--- config.mk ---
export PLATFORM = sky130hd
export DESIGN_NAME = divider4
export DESIGN_NICKNAME = d
export VERILOG_FILES = /design/src/rtl/divider4.sv
export SDC_FILE = /design/constraint.sdc
export NUM_CORES = 1
export LEC_CHECK = 0
export BUFFER_PORTS_ARGS = -buffer_cell sky130_fd_sc_hd__buf_2
export CAP_MARGIN = 20
export CORE_MARGIN = 2
export CORE_UTILIZATION = 55
export DETAILED_ROUTE_END_ITERATION = 7
export PLACE_DENSITY = 0.77
export SLEW_MARGIN = 20
export SYNTH_ARGS = -nofsm -noshare
export SYNTH_HDL_FRONTEND = slang
export SYNTH_SLANG_ARGS = --single-unit
--- constraint.sdc ---
create_clock -name clk -period 3 [get_ports clk]
set_input_delay 0.15 -clock clk [delete_from_list [all_inputs] [get_ports clk]]
set_output_delay 0.15 -clock clk [all_outputs]
set_load 0.03 [all_outputs]
--- src/rtl/divider4.sv ---
// Sequential signed divider: truncated quotient and remainder from N-bit two's-complement operands.
// Latency: fixed N+1 clock edges from the accepting edge; outputs update on the FIX->IDLE edge.
// Backpressure: none; start is accepted only while ready=1, and a start seen while busy is dropped.
module divider4 #(
  parameter int N = 12
) (
  input  logic         clk,
  input  logic         rst,
  input  logic         start,
  input  logic [N-1:0] A,
  input  logic [N-1:0] B,
  output logic [N-1:0] Quotient,
  output logic [N-1:0] Remainder,
  output logic         ready,
  output logic         div_by_zero
);

  // Iteration counter only needs to reach N-1.
  localparam int CW = (N > 1) ? $clog2(N) : 1;

  localparam logic [1:0] S_IDLE = 2'd0;
  localparam logic [1:0] S_CALC = 2'd1;
  localparam logic [1:0] S_FIX  = 2'd2;

  localparam logic [N-1:0]  ONE_N    = {{(N-1){1'b0}}, 1'b1};
  localparam logic [CW-1:0] ONE_C    = {{(CW-1){1'b0}}, 1'b1};
  localparam logic [CW-1:0] CNT_LAST = CW'(N - 1);

  logic [1:0]    state;
  logic [CW-1:0] cnt;

  // dvd starts as |A| and is progressively replaced by quotient bits from the LSB.
  logic [N-1:0]  dvd;
  logic [N:0]    rem;
  logic [N-1:0]  bmag;
  logic          sign_q;
  logic          sign_r;
  logic          zero_b;

  // Operand magnitudes; |-2^(N-1)| = 2^(N-1) is representable as N-bit unsigned.
  logic [N-1:0]  a_mag;
  logic [N-1:0]  b_mag;

  // One restoring-division step.
  logic [N+1:0]  rem_sh;
  logic [N+1:0]  trial;
  logic          q_bit;
  logic [N:0]    rem_nx;
  logic [N-1:0]  dvd_nx;

  // Sign-corrected results produced in FIX.
  logic [N-1:0]  q_fix;
  logic [N-1:0]  r_fix;

  assign ready = (state == S_IDLE);

  // Absolute values of the incoming operands.
  always_comb begin
    a_mag = A;
    b_mag = B;
    if (A[N-1]) a_mag = ~A + ONE_N;
    if (B[N-1]) b_mag = ~B + ONE_N;
  end

  // Shift {rem, dvd} left, trial-subtract the divisor, keep or restore.
  // The shifted remainder is below 2^N and the divisor at most 2^(N-1),
  // so an N+2-bit difference carries a reliable sign bit.
  always_comb begin
    rem_sh = {rem, dvd[N-1]};
    trial  = rem_sh - {2'b00, bmag};
    q_bit  = ~trial[N+1];
    rem_nx = rem_sh[N:0];
    if (q_bit) rem_nx = trial[N:0];
    dvd_nx = {dvd[N-2:0], q_bit};
  end

  // Apply signs: quotient negative when operand signs differ, remainder follows the dividend.
  // A zero divisor forces the quotient to all ones; the remainder naturally comes out as A.
  always_comb begin
    q_fix = dvd;
    if (sign_q) q_fix = ~dvd + ONE_N;
    if (zero_b) q_fix = '1;
    r_fix = rem[N-1:0];
    if (sign_r) r_fix = ~rem[N-1:0] + ONE_N;
  end

  // Control FSM, iteration counter and datapath registers; reset wins over everything.
  always_ff @(posedge clk) begin
    if (rst) begin
      state       <= S_IDLE;
      cnt         <= '0;
      dvd         <= '0;
      rem         <= '0;
      bmag        <= '0;
      sign_q      <= 1'b0;
      sign_r      <= 1'b0;
      zero_b      <= 1'b0;
      Quotient    <= '0;
      Remainder   <= '0;
      div_by_zero <= 1'b0;
    end else begin
      case (state)
        S_IDLE: begin
          if (start) begin
            dvd    <= a_mag;
            bmag   <= b_mag;
            rem    <= '0;
            sign_q <= A[N-1] ^ B[N-1];
            sign_r <= A[N-1];
            zero_b <= (B == '0);
            cnt    <= CNT_LAST;
            state  <= S_CALC;
          end
        end
        S_CALC: begin
          dvd <= dvd_nx;
          rem <= rem_nx;
          cnt <= cnt - ONE_C;
          if (cnt == '0) state <= S_FIX;
        end
        S_FIX: begin
          Quotient    <= q_fix;
          Remainder   <= r_fix;
          div_by_zero <= zero_b;
          state       <= S_IDLE;
        end
        default: begin
          state <= S_IDLE;
        end
      endcase
    end
  end

endmodule

==> results of run 1 <==
[kinds of logic after synthesis]
group	share of synthesized area, %
AND/OR/NAND/NOR	20.35
XOR/XNOR	9.874
multiplexers	0.9904
flip-flops	34.09
buffers and inverters	5.192
AO/OA/AOI/OAI	23.62
adder cells (fa/ha/maj)	5.882
[sequential cells by signal, summed over array words and instances (netlist names)]
| signal | flops |
|---|---|
| Quotient | 12 |
| zero_b | 1 |
| Remainder | 12 |
| rem | 13 |
| bmag | 12 |
| sign_r | 1 |
| sign_q | 1 |
| state | 2 |
| div_by_zero | 1 |
| cnt | 4 |
| dvd | 12 |
[path summary, 6_finish.rpt]
check	startpoint	end	slack, ns
max	rem[0]	rem[2]	0.38
min reg2reg	div_by_zero	div_by_zero	0.46
min	B[0]	bmag[0]	0.06
max reg2reg	rem[0]	rem[2]	0.38
[layout by cell type, fill, tap and decap left out, types with 10 or more instances in the layout]
cell type	n
dfxtp_1	71
nand2_1	55
nor2_1	54
buf_2	52
xor2_1	27
inv_1	26
a211oi_1	26
o21ai_0	26
xnor2_1	20
a21oi_1	18
ha_1	18
nor3_1	14
o211ai_1	13
o31ai_1	10
a22oi_1	10
[area by class of cell]
type / count / area, um^2 / area share (%)
clock buffer: 9 / 123.9 / 2.635
sequential: 71 / 1421 / 30.24
tap: 99 / 123.9 / 2.635
timing repair buffer: 58 / 305.3 / 6.495
multi-input combinational: 388 / 2534 / 53.90
inverter: 26 / 97.59 / 2.076
clock inverter: 7 / 95.09 / 2.023
[power by group]
group,internal (mW),switching [mW]
clock network,0.471,0.392
logic,0.481,0.720
registers,1.04,0.134
[layer usage]
metal	vias to the layer above	track usage [%]
li1	1923	-
met5	-	0
met4	0	9.217
met2	86	36.98
met3	17	4.730
met1	1714	32.92
[worst max-delay path, stage by stage (launching register included)]
cell,delay (ns)
dfxtp_1,0.48
ha_1,0.28
nor2b_1,0.15
o31ai_2,0.32
a211oi_1,0.18
or4_4,0.54
and2_1,0.33
o311ai_2,0.25
[per-stage QoR]
step	hold WS (ns)	total power [mW]	utilization, %	cell area, um^2	instances
final	0.05665	3.238	64.46	4701	658
after CTS	0.04747	3.243	64.46	4701	658
after global routing	0.05588	3.435	64.46	4701	658
after global placement	0.4227	2.341	61.46	4482	642
after floorplan	0.2860	2.126	-	4169	514
after detailed placement	0.4331	2.384	61.46	4482	642
==> results.json, run 1 <==
{
  "avgViaCountPerCell": 5.684,
  "synth-edff-count": 0,
  "die_area_mm2": 0.008293,
  "wirelength_um": 9579,
  "drc": 0,
  "finalCritPeriodShare_pct": 87.22,
  "first_global_vias": 3473,
  "worst_setup_path_end_kind": "register",
  "synth_top_flop_cell": "dfxtp_1",
  "skew_ns": 0.01088,
  "fillers": 665,
  "cts_root_buffer": "clkbuf_8",
  "insertedDiodeCount": 0,
  "drtIter0Drc": 296,
  "syn_to_final_growth_pct": 12.76,
  "drt_pass1_iterations": 4,
  "clockBufferDepth": 2,
  "syn_inst": 514,
  "cts_resized": 0,
  "yosysWarnings": 0,
  "worst_ir_drop_vdd_mv": 0.2771,
  "routedWlPerCell_um": 14.56,
  "async_flop_share_pct": 0,
  "port_buffers": 52,
  "drv_cap": 0,
  "drive_above_1_share_pct": 15.92,
  "cts_tree": "built",
  "synth_nets": 560,
  "crit_arrival_ns": 2.88,
  "ys_seq_area_share_pct": 34.09,
  "io_pins": 53,
  "fp.dieW_um": 91.07,
  "start_util_pct": 57.17,
  "row_count": 31,
  "path_class": "register to register",
  "avgSynthCellArea_um2": 8.111,
  "setup_tns_ns": 0,
  "setup_slack_ns": 0.3835,
  "status": "finished, final reports clean",
  "yosysMostFrequentCell": "dfxtp_1",
  "ys_types": 51,
  "postRouteAntennaNets": 0,
  "fin_nets": 600,
  "synth_top_area_share_pct": 34.09,
  "hold_path.class": "input pin to register",
  "num_vias": 3740,
  "worstPathMaxFanout": 14,
  "hold_viol_final": 0,
  "maxSlewHeadroom_pct": 42.11,
  "ctsHoldBuffers": 0,
  "cts_sinks": 71,
  "syn_area_mm2": 0.004169,
  "routabilityCongestion": 0.8540,
  "setup_viol": 0,
  "grt_usage_pct": 23.93,
  "fin_crit_ns": 2.616,
  "slew_viol_final": 0,
  "die_h_um": 91.07,
  "post_cts_buffers": 0,
  "yosys.area.top_type": "dfxtp_1",
  "p_leak_nw": 1.870,
  "r2r_cells": 7,
  "core_mm2": 0.007292,
  "met1_length_um": 4680,
  "rsz0062_at_grt": "false",
  "overflow": 0,
  "dp_slack_ns": 0.4080,
  "ys_seq_elements": 71,
  "route.met3.wl_um": 418,
  "wl_met2_um": 4320,
  "grt_pass1_wl_um": 16140,
  "synth_area_leaders": "dfxtp_1, xor2_1, ha_1",
  "fmax_mhz": 382.2,
  "clk_pin_slew_worst_paths_ns": 0.08,
  "htree_levels": 3,
  "clk_latency_ns": 0.36,
  "numCtsBuffers": 9,
  "top_layer": "met4",
  "min_path_cells": 3,
  "antenna_found_initial": 0,
  "required_ns": 3.27,
  "grt_max_degree": 52,
  "synth_common_cells": "dfxtp_1, nand2_1, nor2_1",
  "place_hpwl_um": 7256,
  "worst_pin_slew_ns": 0.8652,
  "start_kind": "register",
  "power.density_mw_per_mm2": 688.8
}
No activity file was read; power rests on OpenSTA's default activity.
==> inputs of run 2 (changes only) <==
--- a/config.mk
+++ b/config.mk
@@ -10,7 +10,7 @@
 export CORE_MARGIN = 2
 export CORE_UTILIZATION = 55
 export DETAILED_ROUTE_END_ITERATION = 7
-export PLACE_DENSITY = 0.77
+export PLACE_DENSITY = 0.75
 export SLEW_MARGIN = 20
 export SYNTH_ARGS = -nofsm -noshare
 export SYNTH_HDL_FRONTEND = slang
==> run 2 against run 1 <==
Sequential cell count unchanged. Die area is the same. Sequential power about the same. Critical path depth did not move. Global-route usage about the same. Combinational power about the same. Final cell count unchanged. Non-clock buffer count is the same. Worst setup slack worse by 0.014 ns. Largest cell class unchanged. Largest power group unchanged.
==> results.json, run 2 (synthesis results as in run 1) <==
{
  "drc": 0,
  "worstPathMaxFanout": 14,
  "place_hpwl_um": 7256,
  "grt_usage_pct": 23.96,
  "hold_path.class": "input pin to register",
  "fin_crit_ns": 2.630,
  "post_cts_buffers": 0,
  "final_core_util_pct": 64.95,
  "core_mm2": 0.007292,
  "status": "finished, final reports clean",
  "port_buffers": 52,
  "finalCritPeriodShare_pct": 87.68,
  "slew_viol_final": 0,
  "worst_ir_drop_vdd_mv": 0.3144,
  "final_cells": 658,
  "fin_nets": 600,
  "regMostFlops": "rem",
  "cp-endpoint": "rem[2]",
  "routedWlPerCell_um": 14.83,
  "cts_resized": 0,
  "fmax_mhz": 380.2,
  "fillers": 693,
  "skew_ns": 0.01006,
  "p_leak_nw": 1.887,
  "first_global_vias": 3448,
  "r2r_slack_ns": 0.37,
  "hold_ws_ns": 0.03298,
  "drive_above_1_share_pct": 15.92,
  "avgViaCountPerCell": 5.804,
  "drtIter0Drc": 262,
  "row_count": 31,
  "antenna_found_initial": 0,
  "cts_tree": "built",
  "design_power_total_mw": 3.355,
  "syn_to_final_growth_pct": 13.60,
  "worst_setup_path_end_kind": "register",
  "clk_latency_ns": 0.35,
  "crit_start": "rem[0]",
  "start_util_pct": 57.17,
  "cts_sinks": 71,
  "largest_register_ffs": 13,
  "overflow": 0,
  "numCtsBuffers": 9,
  "io_pins": 53,
  "routabilityCongestion": 0.8937,
  "grt_pass1_wl_um": 16300,
  "crit_arrival_ns": 2.89,
  "reg2reg_to": "rem[2]",
  "timing.rr.start": "rem[0]",
  "die_h_um": 91.07,
  "fp.dieW_um": 91.07,
  "worst_pin_slew_ns": 0.8383,
  "setup_viol": 0,
  "setup_tns_ns": 0,
  "hold_viol_final": 0,
  "start_kind": "register",
  "postRouteAntennaNets": 0,
  "htree_levels": 3,
  "layout_commonest_cell": "dfxtp_1",
  "critPathMaxStageDelay_ns": 0.54,
  "layout_common_cells": "dfxtp_1, nand2_1, nor2_1",
  "drt_pass1_iterations": 5,
  "ctsHoldBuffers": 0,
  "r2r_cells": 7,
  "die_area_mm2": 0.008293,
  "rsz0062_at_grt": "false",
  "place_inst": 642,
  "path_class": "register to register",
  "crit_chain": "ha_1, nor2b_1, o31ai_2, a211oi_1, or4_4, and2_1, o311ai_2",
  "power.density_mw_per_mm2": 708.4,
  "seqCellArea_mm2": 0.001421,
  "clockBufferDepth": 2,
  "wirelength_um": 9756,
  "insertedDiodeCount": 0,
  "maxSlewHeadroom_pct": 43.90,
  "multi_input_area_mm2": 0.002534,
  "slowest_stage": "or4_4",
  "cts_root_buffer": "clkbuf_8",
  "drv_cap": 0,
  "required_ns": 3.26,
  "clk_pin_slew_worst_paths_ns": 0.08,
  "num_vias": 3819,
  "grt_max_degree": 49
}
## run 2: cell types whose count changed in the layout (fill, tap and decap cells not counted), sizes merged
cell      previous run  this run
bufinv               2         3
clkbuf               9        10
clkinvlp             1         0
inv                 28        27
## run 2: cell type report
type / count / share of cell area [%]
Multi-Input combinational cell: 388 / 53.50
Sequential cell: 71 / 30.01
Timing Repair Buffer: 58 / 6.447
Clock buffer: 10 / 2.906
Tap cell: 99 / 2.616
Clock inverter: 6 / 2.457
Inverter: 26 / 2.061
## run 2: report_power, final
group / internal [mW] / switching (mW) / leakage, nW
logic: 0.481 / 0.734 / 1.18
clock network: 0.581 / 0.385 / 0.127
registers: 1.04 / 0.135 / 0.579
total: 2.10 / 1.25 / 1.89
## run 2: worst min path at each step
stage | startpoint | end | cells past startpoint | slack [ns]
final | rst | cnt[0] | 2 | 0.03
after global routing | rst | cnt[0] | 2 | 0.05
after CTS | rst | cnt[0] | 2 | 0.03
after detailed placement | rst | cnt[0] | 2 | 0.40
after global placement | rst | cnt[0] | 2 | 0.39
after floorplan | B[0] | bmag[0] | 2 | 0.29
## run 2: stage by stage
step,area (um^2),setup slack [ns]
after floorplan,4169,0.7011
after global routing,4736,0.2087
after detailed placement,4482,0.4341
after CTS,4736,0.3948
final,4736,0.3696
after global placement,4482,0.5112
## run 2: critical path, delay by kind of cell, from the launching register on
kind,cells,cell delay [ns]
AOI/OAI and AO/OA,3,0.74
and+or+nand+nor,3,1.03
DFF,1,0.48
adders and majority gates,1,0.28
## run 2: per-layer routing
metal / track usage, % / up-vias / share of wire [%]
met3: 3.900 / 15 / 5.5
li1: - / 1929 / -
met1: 32.85 / 1754 / 47
met4: 7.702 / 0 / 1.4
met2: 38.58 / 121 / 46
met5: 0 / - / 0
